File: src/rtl/multicycle_controller.sv
// -----------------------------------------------------------------------------
// multicycle_controller
//
// Control FSM for a multicycle RISC-V style datapath. It sequences each
// instruction through FETCH -> DECODE -> EXECUTE -> (MEMORY) -> (WRITEBACK).
// It drives the datapath strobes and counts retired instructions. A memory
// access that stalls too long, an illegal opcode, or a corrupt state code
// drops the controller into a sticky ERROR state. Only reset releases it.
//
// Parameters
//   MEM_WAIT_MAX        stalled cycles allowed in FETCH/MEMORY (1..255)
//
// Ports
//   i_clock             rising-edge clock
//   i_reset_n           asynchronous active-low reset
//   i_run               allow issue (sampled in IDLE and at retirement)
//   i_opcode[6:0]       instruction opcode field, sampled in DECODE
//   i_zero              ALU zero flag, used for branch resolution
//   i_mem_ready         memory access completes this cycle
//   o_inst_read_enable  instruction fetch request
//   o_ir_write          load instruction register
//   o_pc_write          update program counter
//   o_branch_taken      PC mux: 1 = branch target, 0 = PC+4
//   o_alu_control[1:0]  00 add, 01 branch compare, 10 R-type, 11 I-type
//   o_imm_enable        ALU operand B = immediate
//   o_mem_read_enable   data memory read strobe
//   o_mem_write_enable  data memory write strobe
//   o_mem_or_alu        writeback select: 1 = memory data
//   o_reg_write_enable  register file write
//   o_state[2:0]        current state encoding
//   o_error             sticky fault flag
//   o_instret[31:0]     retired-instruction counter
// -----------------------------------------------------------------------------
module multicycle_controller #(
  parameter int unsigned MEM_WAIT_MAX = 15
) (
  input  logic        i_clock,
  input  logic        i_reset_n,
  input  logic        i_run,
  input  logic [6:0]  i_opcode,
  input  logic        i_zero,
  input  logic        i_mem_ready,
  output logic        o_inst_read_enable,
  output logic        o_ir_write,
  output logic        o_pc_write,
  output logic        o_branch_taken,
  output logic [1:0]  o_alu_control,
  output logic        o_imm_enable,
  output logic        o_mem_read_enable,
  output logic        o_mem_write_enable,
  output logic        o_mem_or_alu,
  output logic        o_reg_write_enable,
  output logic [2:0]  o_state,
  output logic        o_error,
  output logic [31:0] o_instret
);

  typedef enum logic [2:0] {
    ST_IDLE      = 3'd0,
    ST_FETCH     = 3'd1,
    ST_DECODE    = 3'd2,
    ST_EXECUTE   = 3'd3,
    ST_MEMORY    = 3'd4,
    ST_WRITEBACK = 3'd5,
    ST_ERROR     = 3'd6
  } state_t;

  localparam logic [6:0] OP_R      = 7'b0110011;
  localparam logic [6:0] OP_I      = 7'b0010011;
  localparam logic [6:0] OP_LOAD   = 7'b0000011;
  localparam logic [6:0] OP_STORE  = 7'b0100011;
  localparam logic [6:0] OP_BRANCH = 7'b1100011;

  localparam logic [7:0] WAIT_MAX = 8'(MEM_WAIT_MAX);

  // Only the five supported instruction classes may proceed to EXECUTE
  function automatic logic is_legal_op(input logic [6:0] op);
    logic legal;
    case (op)
      OP_R, OP_I, OP_LOAD, OP_STORE, OP_BRANCH: legal = 1'b1;
      default:                                  legal = 1'b0;
    endcase
    return legal;
  endfunction

  state_t      r_state;
  logic [6:0]  r_opcode_q;
  logic [7:0]  r_wait_cnt;
  logic [31:0] r_instret;
  logic        r_error;

  logic        w_op_r;
  logic        w_op_i;
  logic        w_op_load;
  logic        w_op_store;
  logic        w_op_branch;
  logic [7:0]  w_wait_inc;
  logic        w_wait_expired;
  state_t      w_retire_state;

  assign w_op_r      = (r_opcode_q == OP_R);
  assign w_op_i      = (r_opcode_q == OP_I);
  assign w_op_load   = (r_opcode_q == OP_LOAD);
  assign w_op_store  = (r_opcode_q == OP_STORE);
  assign w_op_branch = (r_opcode_q == OP_BRANCH);

  // The current stalled cycle is counted before the limit is compared.
  // The timeout therefore fires on the MEM_WAIT_MAX-th stalled cycle.
  // mem_ready in that same cycle still takes priority.
  assign w_wait_inc     = r_wait_cnt + 8'd1;
  assign w_wait_expired = (w_wait_inc >= WAIT_MAX);
  assign w_retire_state = i_run ? ST_FETCH : ST_IDLE;

  // State sequencing, opcode latch, wait counter, retire counter and fault flag
  always_ff @(posedge i_clock or negedge i_reset_n) begin
    if (!i_reset_n) begin
      r_state    <= ST_IDLE;
      r_opcode_q <= 7'd0;
      r_wait_cnt <= 8'd0;
      r_instret  <= 32'd0;
      r_error    <= 1'b0;
    end else begin
      // Any cycle that does not stall in FETCH/MEMORY clears the counter.
      // Every entry to a wait state therefore starts from zero.
      r_wait_cnt <= 8'd0;
      case (r_state)
        ST_IDLE: begin
          if (i_run) r_state <= ST_FETCH;
          else       r_state <= ST_IDLE;
        end
        ST_FETCH: begin
          if (i_mem_ready) begin
            r_state <= ST_DECODE;
          end else if (w_wait_expired) begin
            r_state <= ST_ERROR;
            r_error <= 1'b1;
          end else begin
            r_wait_cnt <= w_wait_inc;
          end
        end
        ST_DECODE: begin
          r_opcode_q <= i_opcode;
          if (is_legal_op(i_opcode)) begin
            r_state <= ST_EXECUTE;
          end else begin
            r_state <= ST_ERROR;
            r_error <= 1'b1;
          end
        end
        ST_EXECUTE: begin
          if (w_op_branch) begin
            r_instret <= r_instret + 32'd1;
            r_state   <= w_retire_state;
          end else if (w_op_load || w_op_store) begin
            r_state <= ST_MEMORY;
          end else if (w_op_r || w_op_i) begin
            r_state <= ST_WRITEBACK;
          end else begin
            r_state <= ST_ERROR;
            r_error <= 1'b1;
          end
        end
        ST_MEMORY: begin
          if (i_mem_ready) begin
            if (w_op_store) begin
              r_instret <= r_instret + 32'd1;
              r_state   <= w_retire_state;
            end else begin
              r_state <= ST_WRITEBACK;
            end
          end else if (w_wait_expired) begin
            r_state <= ST_ERROR;
            r_error <= 1'b1;
          end else begin
            r_wait_cnt <= w_wait_inc;
          end
        end
        ST_WRITEBACK: begin
          r_instret <= r_instret + 32'd1;
          r_state   <= w_retire_state;
        end
        ST_ERROR: begin
          r_state <= ST_ERROR;
          r_error <= 1'b1;
        end
        default: begin
          // Unused code 7: treat it as corruption.
          r_state <= ST_ERROR;
          r_error <= 1'b1;
        end
      endcase
    end
  end

  // Datapath strobes decoded from state, latched opcode, zero and mem_ready
  always_comb begin
    o_inst_read_enable = 1'b0;
    o_ir_write         = 1'b0;
    o_pc_write         = 1'b0;
    o_branch_taken     = 1'b0;
    o_alu_control      = 2'b00;
    o_imm_enable       = 1'b0;
    o_mem_read_enable  = 1'b0;
    o_mem_write_enable = 1'b0;
    o_mem_or_alu       = 1'b0;
    o_reg_write_enable = 1'b0;
    case (r_state)
      ST_FETCH: begin
        o_inst_read_enable = 1'b1;
        o_ir_write         = i_mem_ready;
      end
      ST_EXECUTE: begin
        if (w_op_r) begin
          o_alu_control = 2'b10;
        end else if (w_op_i) begin
          o_alu_control = 2'b11;
          o_imm_enable  = 1'b1;
        end else if (w_op_load || w_op_store) begin
          o_alu_control = 2'b00;
          o_imm_enable  = 1'b1;
        end else if (w_op_branch) begin
          o_alu_control  = 2'b01;
          o_pc_write     = 1'b1;
          o_branch_taken = i_zero;
        end else begin
          o_alu_control = 2'b00;
          o_imm_enable  = 1'b0;
        end
      end
      ST_MEMORY: begin
        o_alu_control      = 2'b00;
        o_imm_enable       = 1'b1;
        o_mem_read_enable  = w_op_load;
        o_mem_write_enable = w_op_store;
        o_pc_write         = w_op_store & i_mem_ready;
      end
      ST_WRITEBACK: begin
        o_reg_write_enable = 1'b1;
        o_pc_write         = 1'b1;
        o_mem_or_alu       = w_op_load;
      end
      default: begin
        o_inst_read_enable = 1'b0;
      end
    endcase
  end

  assign o_state   = r_state;
  assign o_error   = r_error;
  assign o_instret = r_instret;

endmodule

File: config.mk
export PLATFORM = sky130hd
export DESIGN_NAME = multicycle_controller
export DESIGN_NICKNAME = d
export VERILOG_FILES = /design/src/rtl/multicycle_controller.sv
export SDC_FILE = /design/constraint.sdc
export NUM_CORES = 1
export LEC_CHECK = 0
export BUFFER_PORTS_ARGS = -buffer_cell sky130_fd_sc_hd__buf_4
export CELL_PAD_IN_SITES_DETAIL_PLACEMENT = 0
export CELL_PAD_IN_SITES_GLOBAL_PLACEMENT = 1
export CORE_AREA = 2 2 72 91
export CTS_CLUSTER_DIAMETER = 150
export DETAILED_ROUTE_END_ITERATION = 8
export DIE_AREA = 0 0 74 93
export HOLD_SLACK_MARGIN = 0.02
export PLACE_DENSITY = 0.81
export SLEW_MARGIN = 20
export SYNTH_ARGS = -nofsm -noshare
export SYNTH_HDL_FRONTEND = slang
export SYNTH_SLANG_ARGS = --single-unit
File: constraint.sdc
create_clock -name i_clock -period 4.2 [get_ports i_clock]
set_clock_uncertainty 0.2 [all_clocks]
set_input_delay 0.42 -clock i_clock [delete_from_list [all_inputs] [get_ports i_clock]]
set_output_delay 0.42 -clock i_clock [all_outputs]
set_load 0.02 [all_outputs]
==> impl_metrics.toml, run 1 <==
[setup_path]
arrival_ns = 1.99
slowest_stage = "dfrtp_1"
worstReg2RegStart = "o_state[1]$_DFF_PN0_"
cp-start-kind = "flop"
cp-end-kind = "output port"
rr_endpoint = "o_instret[27]$_DFFE_PN0P_"
cpPeakStageDelay_ns = 0.55
reg2reg_depth = 5
worstPathRequired_ns = 3.58
crit_chain = "nor2b_1 -> o21ai_2 -> a21oi_2 -> buf_4"
crit_fanout = 14
rrSetupSlack_ns = 1.82
critical_path_class = "reg -> out"

[logic_synthesis]
ys.flop_type = "dfrtp_1"
synth_area_um2 = 2610
yosys.area.top_type_share_pct = 48.9
seq_area_frac_synth_pct = 48.9
synth_cell_types = 52
synthCells = 236
ys_seq_elements = 51
synth-edff-count = 0
async_flop_share_pct = 100
synth.avg_cell_area_um2 = 11.1
yosys.area.top_type = "dfrtp_1"
synth_area_leaders = "dfrtp_1 49%, xnor2_1 10%, nand4_1 5.8%"
yosys_warnings = 0

[die]
core_area_um2 = 6050
die_w_um = 74
row_count = 32
die_h_um = 93
io-pin-count = 59
die_area_um2 = 6880
start_util_pct = 43.2

[routing]
drt_wl_total_um = 5390
drcViolationCount = 0
dr.pass1.iters = 4
via_per_inst = 5.26
wl_per_cell_um = 14.1
drt-initial-drc-count = 96
antenna_left = 0
route.vias.total = 2015

[global_routing]
grtUsageTotal_pct = 16.9
grt_pass1_vias = 1928
grt_overflow = 0
grt_max_degree = 52
grt_first_pass_wirelength_um = 9200
antenna_found_initial = 0

[job]
max_cap_violations = 0

[final_layout]
antennaDiodeCount = 0
nNetsFinal = 312
fin_cells = 383
area_growth_pct = 22.8
finalInstanceArea_um2 = 3210
drive_above_1_share_pct = 28.2

[pwr]
power.share.switching_pct = 24.7
p_switching_w = 0.000217
p_leak_nw = 1.41
power.internal_w = 0.000661
sequentialPowerShare_pct = 60.7
p_per_area_nw_per_um2 = 274
vdd_drop_max_mv = 0.155
power_w = 0.000877
clock_power_share_pct = 31.6
combPwrFrac_pct = 7.7

[sta]
period_needed_ns = 2.61
max_freq_ghz = 0.383
timing.setup.tns_ns = 0
worst_slew_pin_slew_ns = 0.639
drv_slew = 0
setup_viol_count_final = 0
holdWs_ns = 0.156
post-route-period-util_pct = 62.1
max_slew_margin_pct = 57.3
hold_viol = 0
rsz0062_at_grt = "false"

[worst_hold_path]
min_to = "r_opcode_q[4]$_DFFE_PN0P_"
hold_start = "i_opcode[4]"
hold_depth = 2
hp-class = "in -> reg"

[cts]
cts.sinks = 51
path_clk_slew_ns = 0.09
root_buffer = "clkbuf_8"
post-cts-setup-buffer-count = 0
ctsHtreeMaxLevel = 2
cts_buffers = 5
clock_latency_ns = 0.30
cts_max_path_buffers = 2
cts_tree = "done"

[placed_design]
portBuffers = 58
placed_cell_area_um2 = 3110
globalplace.congestion = 0.754
dp.cells = 374
hpwl_um = 3890

[outcome]
status = "finished, final reports clean"
layout make-up:
type | count | area, um^2
clock buffers | 6 | 72.6
clock inverters | 2 | 12.5
fillers | 567 | 2840
inverters | 6 | 22.5
multi-input cells | 174 | 1270
flip-flops and latches | 51 | 1280
well taps | 85 | 106
repair buffers | 59 | 445
layer usage:
layer	global-route usage, %	share of wire [%]	vias up
met5	0	0	-
met4	4.24	0.67	0
met3	3.45	4.3	2
met2	28.9	51	50
met1	21.7	44	986
li1	-	-	977
sequential cells by signal (all words and copies together) (netlist names):
| signal | count |
|---|---|
| r_wait_cnt | 8 |
| r_opcode_q | 7 |
| o_error | 1 |
| o_instret | 32 |
| o_state | 3 |
logic make-up (layout without fill, tap and decap cells):
kind of cell,Yosys count,after routing,share of synthesized area [%]
simple gates,99,99,23.0
flops,51,51,48.9
xor+xnor,34,34,11.4
compound gates,26,26,8.82
buf+inv,14,73,2.88
mux,8,8,3.45
fa+ha+maj,3,3,1.44
other cells,1,4,0.144
worst max-delay path by stage:
stage,slack (ns),start,depth (start not counted),endpoint
6_report,1.59,o_state[1]$_DFF_PN0_,4,o_pc_write
5_1_grt,1.47,o_state[1]$_DFF_PN0_,4,o_pc_write
4_1_cts,1.59,o_state[1]$_DFF_PN0_,4,o_pc_write
3_5_place_dp,1.86,o_state[0]$_DFF_PN0_,5,o_instret[31]$_DFFE_PN0P_
3_3_place_gp,1.87,o_state[1]$_DFF_PN0_,5,o_instret[31]$_DFFE_PN0P_
2_1_floorplan,1.88,o_state[2]$_DFF_PN0_,3,o_mem_or_alu
Yosys cell counts (2+ instances only):
library cell and instances:
xor2_1 4, nor2_1 7, buf_6 2, nand4_1 24, and2_1 3, nor4_1 6, o21bai_1 2, dfrtp_1 51
xnor2_1 30, buf_2 3, nand2_1 17, inv_1 6, and4_1 2, nor2b_1 6, mux2_2 8, a21oi_2 2
and3_1 10, a2bb2oi_1 2, nor3_1 4, a31oi_1 2, nand3_1 7, o211ai_1 2, a211oi_1 2, nand2b_1 3
ha_1 3, a211oi_4 2
stage by stage:
step           setup WS (ns)  utilization [%]
2_1_floorplan           1.88                -
3_3_place_gp            1.87             51.4
3_5_place_dp            1.86             51.4
4_1_cts                 1.59             53.0
5_1_grt                 1.47             53.0
6_report                1.59             53.0
cell usage in the layout, fill, tap and decap left out, types with 4 or more instances in the layout:
cell	synthesis	routed
inv_1	6	6
nand2_1	17	17
buf_4	1	58
nand3_1	7	7
mux2_2	8	8
xor2_1	4	4
conb_1	1	4
and3_1	10	10
nor4_1	6	6
nand4_1	24	24
dfrtp_1	51	51
nor2_1	7	7
nor3_1	4	4
nor2b_1	6	6
clkbuf_8	0	5
xnor2_1	30	30
power by group through the flow:
stage               logic (W)  registers [W]  clock network (W)
floorplan           0.0000453       0.000534                  0
global placement    0.0000669       0.000542                  0
detailed placement  0.0000682       0.000542                  0
CTS                 0.0000691       0.000533           0.000286
global route        0.0000767       0.000537           0.000307
finish              0.0000675       0.000532           0.000278
worst max-delay path: cells and delay by family (launching register included):
| family | cells | cell delay (ns) |
|---|---|---|
| simple gates | 1 | 0.33 |
| buf+inv | 1 | 0.23 |
| flops | 1 | 0.55 |
| compound gates | 2 | 0.58 |
repair_timing:
action,4_1_cts,5_1_grt
hold buffers,1,0
endpoints found under the setup margin,0,0
resized for setup,0,0
endpoints found under the hold margin,51,0
No activity file was read; power rests on OpenSTA's default activity.
==> inputs of run 2 (changes only) <==
ABC_AREA = 1   (was unset)
CORE_AREA = 2 2 87 109   (was 2 2 72 91)
DIE_AREA = 0 0 89 111   (was 0 0 74 93)
PLACE_DENSITY = 0.74   (was 0.81)
clock period = 2.2 ns   (was 4.2 ns; I/O delays follow)
==> run 2 against run 1 <==
Critical endpoint unchanged. Global-route usage rose by 0.60 points. Final area increased by 25%. Via count is 48% higher. Core utilization fell by 8.5 points. Sequential cell count did not move. Count of clock-buffer cells in the layout did not move.
==> impl_metrics.toml, run 2 <==
[cts]
cts.sinks = 51
post-cts-setup-buffer-count = 0
ctsHtreeMaxLevel = 2
path_clk_slew_ns = 0.07
cts_tree = "done"
cts_buffers = 5
root_buffer = "clkbuf_16"
clock_latency_ns = 0.29
cts_max_path_buffers = 2

[sta]
hold_viol = 0
max_slew_margin_pct = 55.8
post-route-period-util_pct = 94.9
setup_viol_count_final = 0
worst_slew_pin_slew_ns = 0.663
holdWs_ns = 0.0453
max_freq_ghz = 0.479
drv_slew = 0
rsz0062_at_grt = "true"
period_needed_ns = 2.09

[logic_synthesis]
yosys.area.top_type_share_pct = 41.1
synthCells = 449
synth-edff-count = 0
ys_seq_elements = 51
synth_common_cells = "183 x nand2_1, 56 x nor2_1, 51 x dfrtp_1"
yosys_warnings = 0
synth.avg_cell_area_um2 = 6.92
yosys.area.top_type = "dfrtp_1"
synth_area_leaders = "dfrtp_1 41%, nand2_1 22%, nor2_1 6.8%"
synth_most_common_cell = "nand2_1"
synth_area_um2 = 3110
seq_area_frac_synth_pct = 41.1
async_flop_share_pct = 100
ys.flop_type = "dfrtp_1"
synth_cell_types = 27

[routing]
dr.pass1.iters = 4
via_per_inst = 4.61
drt_wl_total_um = 8210
drt-initial-drc-count = 96
route.vias.total = 2982
wl_per_cell_um = 12.7
drcViolationCount = 0
antenna_left = 0

[setup_path]
worstPathRequired_ns = 1.78
crit_fanout = 10
arrival_ns = 1.67
cp-end-kind = "output port"
critical_path_class = "reg -> out"
cp-start-kind = "flop"

[final_layout]
fillCellCount = 962
fin_cells = 647
largest_register_ffs = 32
area_growth_pct = 28.7
finalInstanceArea_um2 = 4000
drive_above_1_share_pct = 15.8
final_common_cell = "nand2_1"
final_cell_mix = "183 x nand2_1, 61 x buf_4, 53 x nor2_1, 51 x dfrtp_1, 41 x inv_1"
antennaDiodeCount = 0
nNetsFinal = 538
final_util_pct = 44.6

[die]
row_count = 39
die_h_um = 111
io-pin-count = 59
core_area_um2 = 8980
die_w_um = 89
die_area_um2 = 9880
start_util_pct = 34.6

[outcome]
status = "finished, final reports clean"

[worst_hold_path]
hp-class = "in -> reg"

[pwr]
power.share.switching_pct = 30.0
clock_power_share_pct = 35.6
combPwrFrac_pct = 20.6
p_switching_w = 0.000831
p_per_area_nw_per_um2 = 692
power_w = 0.00277
p_leak_nw = 2.02
vdd_drop_max_mv = 0.271
sequentialPowerShare_pct = 43.7
power.internal_w = 0.00194

[global_routing]
grt_overflow = 0
grtUsageTotal_pct = 17.5
grt_max_degree = 52
antenna_found_initial = 0
grt_pass1_vias = 2885
grt_first_pass_wirelength_um = 13600

[job]
max_cap_violations = 0

[placed_design]
dp.cells = 630
portBuffers = 58
placed_cell_area_um2 = 3710
globalplace.congestion = 0.886
hpwl_um = 6360
run 2: changes by cell type in the layout (fill, tap and decap cells not counted), sizes merged, moves of 10 or more:
cell / previous run / this run
nand3: 8 / 19
inv: 6 / 44
xnor2: 30 / 8
and3: 10 / 0
xor2: 4 / 22
nor3: 4 / 20
nand2: 17 / 184
o21ai: 2 / 14
nor2: 7 / 60
nand4: 24 / 6
run 2: power groups by stage:
stage / sequential (W) / combinational [W] / clock (W)
6_report: 0.00121 / 0.000572 / 0.000986
5_1_grt: 0.00123 / 0.000651 / 0.00106
4_1_cts: 0.00121 / 0.000573 / 0.00102
3_5_place_dp: 0.00123 / 0.000558 / 0
3_3_place_gp: 0.00123 / 0.000553 / 0
2_1_floorplan: 0.00126 / 0.000292 / 0
run 2: layer usage:
layer / vias to the layer above / track usage (%) / share of wire, %
met5: - / 0 / 0
li1: 1544 / - / -
met4: 0 / 5.67 / 1.9
met1: 1362 / 22.0 / 43
met3: 12 / 2.68 / 3.8
met2: 64 / 30.1 / 52
run 2: worst paths after layout:
check,start,end,slack (ns),cells past startpoint
setup / recovery,o_state[2]$_DFF_PN0_,o_pc_write,0.11,6
hold / removal,i_run,o_state[0]$_DFF_PN0_,0.05,5
setup reg to reg,o_state[2]$_DFF_PN0_,o_instret[3]$_DFFE_PN0P_,0.25,7
hold reg to reg,r_opcode_q[0]$_DFFE_PN0P_,r_opcode_q[0]$_DFFE_PN0P_,0.28,2
max in group asynchronous,i_reset_n,r_wait_cnt[5]$_DFF_PN0_,1.05,2
min in group asynchronous,i_reset_n,r_opcode_q[4]$_DFFE_PN0P_,0.30,2
run 2: stage by stage:
stage	setup slack (ns)	setup TNS, ns
after floorplan	0.323	0
after global placement	0.220	0
after detailed placement	0.153	0
after CTS	0.0134	0
after global routing	-0.0189	-0.0189
final	0.111	0
run 2: worst max-delay path: stages (launching register included):
cell and delay (ns):
dfrtp_1 0.48, nor3_4 0.31, nand3_2 0.13, nand2_1 0.09, nand2_2 0.09, inv_6 0.12, buf_4 0.15
run 2: cell type report:
| class | count | area (um^2) | share of cell area [%] |
|---|---|---|---|
| inverter | 44 | 170 | 4.25 |
| sequential | 51 | 1280 | 31.9 |
| multi-input combinational | 350 | 1640 | 41.1 |
| clock buffer | 6 | 129 | 3.22 |
| clock inverter | 2 | 60.1 | 1.50 |
| tap | 123 | 154 | 3.85 |
| timing repair buffer | 71 | 568 | 14.2 |
run 2: repair_timing:
item                       4_1_cts  5_1_grt
hold endpoints to repair        62        0
setup endpoints to repair        1        8
resized for setup                1        6
hold buffers                     9        0
run 2: logic make-up after synthesis:
kind of cell	synth area share [%]
other	0.121
buffers and inverters	6.76
XOR/XNOR	8.45
AO/OA/AOI/OAI	3.30
adder cells (fa/ha/maj)	1.21
flip-flops	41.1
AND/OR/NAND/NOR	39.1
==> inputs of run 3 (changes only) <==
ABC_AREA = unset   (was 1)
CORE_AREA = 2 2 78 98   (was 2 2 87 109)
DIE_AREA = 0 0 80 100   (was 0 0 89 111)
PLACE_DENSITY = 0.73   (was 0.74)
==> run 3 against run 2 <==
Register-to-register slack worse by 0.06 ns. Count of clock-buffer cells in the layout down 1. Sequential power decreased by 17%. Total power down 33%. Final area shrank 13%. Die area fell by 19%. Via count is 29% lower. Critical path type unchanged. Critical endpoint is now o_mem_or_alu. Largest power group unchanged.
==> impl_metrics.toml, run 3 (synthesis results as in run 1) <==
[setup_path]
cp-end-kind = "output port"
critical_path_class = "reg -> out"
arrival_ns = 1.71
crit_fanout = 6
cp-start-kind = "flop"
worstPathRequired_ns = 1.78

[sta]
post-route-period-util_pct = 96.9
max_freq_ghz = 0.469
timing.setup.tns_ns = 0
setup_viol_count_final = 0
period_needed_ns = 2.13
drv_slew = 0
hold_viol = 0
max_slew_margin_pct = 57.1
worst_slew_pin_slew_ns = 0.643

[pwr]
p_per_area_nw_per_um2 = 533
power.internal_w = 0.00140
power.share.switching_pct = 24.2
vdd_drop_max_mv = 0.309
combPwrFrac_pct = 9.0
p_switching_w = 0.000449
sequentialPowerShare_pct = 54.7
p_leak_nw = 1.54
clock_power_share_pct = 36.3

[die]
die_w_um = 80
die_h_um = 100
row_count = 35
core_area_um2 = 7180
start_util_pct = 36.3
io-pin-count = 59
die_area_um2 = 8000

[final_layout]
multi_input_area_um2 = 1300
antennaDiodeCount = 0
final_cell_mix = "72 x buf_4, 50 x dfrtp_1, 30 x xnor2_1, 24 x nand4_1, 17 x nand2_1"
regArea_um2 = 1280
drive_above_1_share_pct = 32.7
largest_register_ffs = 32
nNetsFinal = 335
area_growth_pct = 33.1
final_common_cell = "buf_4"
fin_cells = 413
fillCellCount = 698

[cts]
cts_max_path_buffers = 2
clock_latency_ns = 0.31
cts.sinks = 51
path_clk_slew_ns = 0.09
cts_tree = "done"
cts_buffers = 5
root_buffer = "clkbuf_8"
ctsHtreeMaxLevel = 2

[worst_hold_path]
hp-class = "in -> reg"

[routing]
via_per_inst = 5.13
drcViolationCount = 0
dr.pass1.iters = 4
route.vias.total = 2120
drt_wl_total_um = 5860
antenna_left = 0
drt-initial-drc-count = 57
wl_per_cell_um = 14.2

[global_routing]
antenna_found_initial = 0
grt_overflow = 0
grt_max_degree = 52
grt_pass1_vias = 2094
grt_first_pass_wirelength_um = 9880
grtUsageTotal_pct = 15.5

[placed_design]
globalplace.congestion = 0.747
hpwl_um = 4250
dp.cells = 393
portBuffers = 58

[outcome]
status = "finished, final reports clean"

[job]
max_cap_violations = 0
[run 3: repair_timing]
| item | CTS | global route |
|---|---|---|
| pin swaps | 0 | 2 |
| cloned | 0 | 0 |
| hold buffers | 9 | 0 |
| endpoints found under the hold margin | 63 | 0 |
| gates resized for setup | 2 | 6 |
| buffers inserted | 0 | 3 |
| endpoints found under the setup margin | 2 | 5 |
[run 3: metrics by stage]
stage / area [um^2] / setup slack, ns / utilization, % / hold WS [ns] / total power (W)
after global placement: 3210 / 0.209 / 44.7 / 0.0943 / 0.00117
after CTS: 3430 / -0.00398 / 47.8 / 0.0213 / 0.00187
after global routing: 3470 / -0.0226 / 48.4 / 0.0261 / 0.00194
final: 3470 / 0.0679 / 48.4 / 0.0239 / 0.00185
after floorplan: 2620 / 0.0249 / - / -0.276 / 0.00111
after detailed placement: 3210 / 0.184 / 44.7 / 0.0979 / 0.00117
[run 3: path summary, 6_finish.rpt]
| check | startpoint | to | slack [ns] | cells past startpoint |
|---|---|---|---|---|
| max in group asynchronous | i_reset_n | o_state[1]$_DFF_PN0_ | 1.06 | 2 |
| hold reg to reg | o_instret[31]$_DFFE_PN0P_ | o_instret[31]$_DFFE_PN0P_ | 0.28 | 1 |
| min in group asynchronous | i_reset_n | o_instret[23]$_DFFE_PN0P_ | 0.27 | 2 |
| hold / removal | i_mem_ready | o_state[1]$_DFF_PN0_ | 0.02 | 2 |
| setup reg to reg | r_opcode_q[3]$_DFFE_PN0P_ | o_instret[25]$_DFFE_PN0P_ | 0.19 | 7 |
| setup / recovery | r_opcode_q[3]$_DFFE_PN0P_ | o_mem_or_alu | 0.07 | 4 |
[run 3: area by class of cell]
cell class | instances | area share [%]
clock buffers | 5 | 1.98
clock inverters | 3 | 1.37
inverters | 6 | 0.648
multi-input cells | 174 | 37.5
flip-flops and latches | 51 | 36.8
well taps | 92 | 3.31
repair buffers | 82 | 18.5
[run 3: power by group through the flow]
stage          clock, W  combinational (W)  sequential (W)
6_report       0.000672           0.000167         0.00101
4_1_cts        0.000693           0.000162         0.00101
5_1_grt        0.000729           0.000189         0.00102
3_3_place_gp          0           0.000143         0.00103
2_1_floorplan         0          0.0000866         0.00102
3_5_place_dp          0           0.000145         0.00103
[run 3: routing by layer]
layer	vias up	track usage, %	routed length [um]
li1	1019	-	-
met1	1051	18.4	2470
met2	40	27.8	3120
met3	10	2.70	168
met4	0	5.48	101
met5	-	0	0
[run 3: worst max-delay path: stages (launching register included)]
cell	delay [ns]
dfrtp_1	0.38
and4bb_4	0.38
nand2b_1	0.11
nor4b_2	0.33
buf_4	0.20
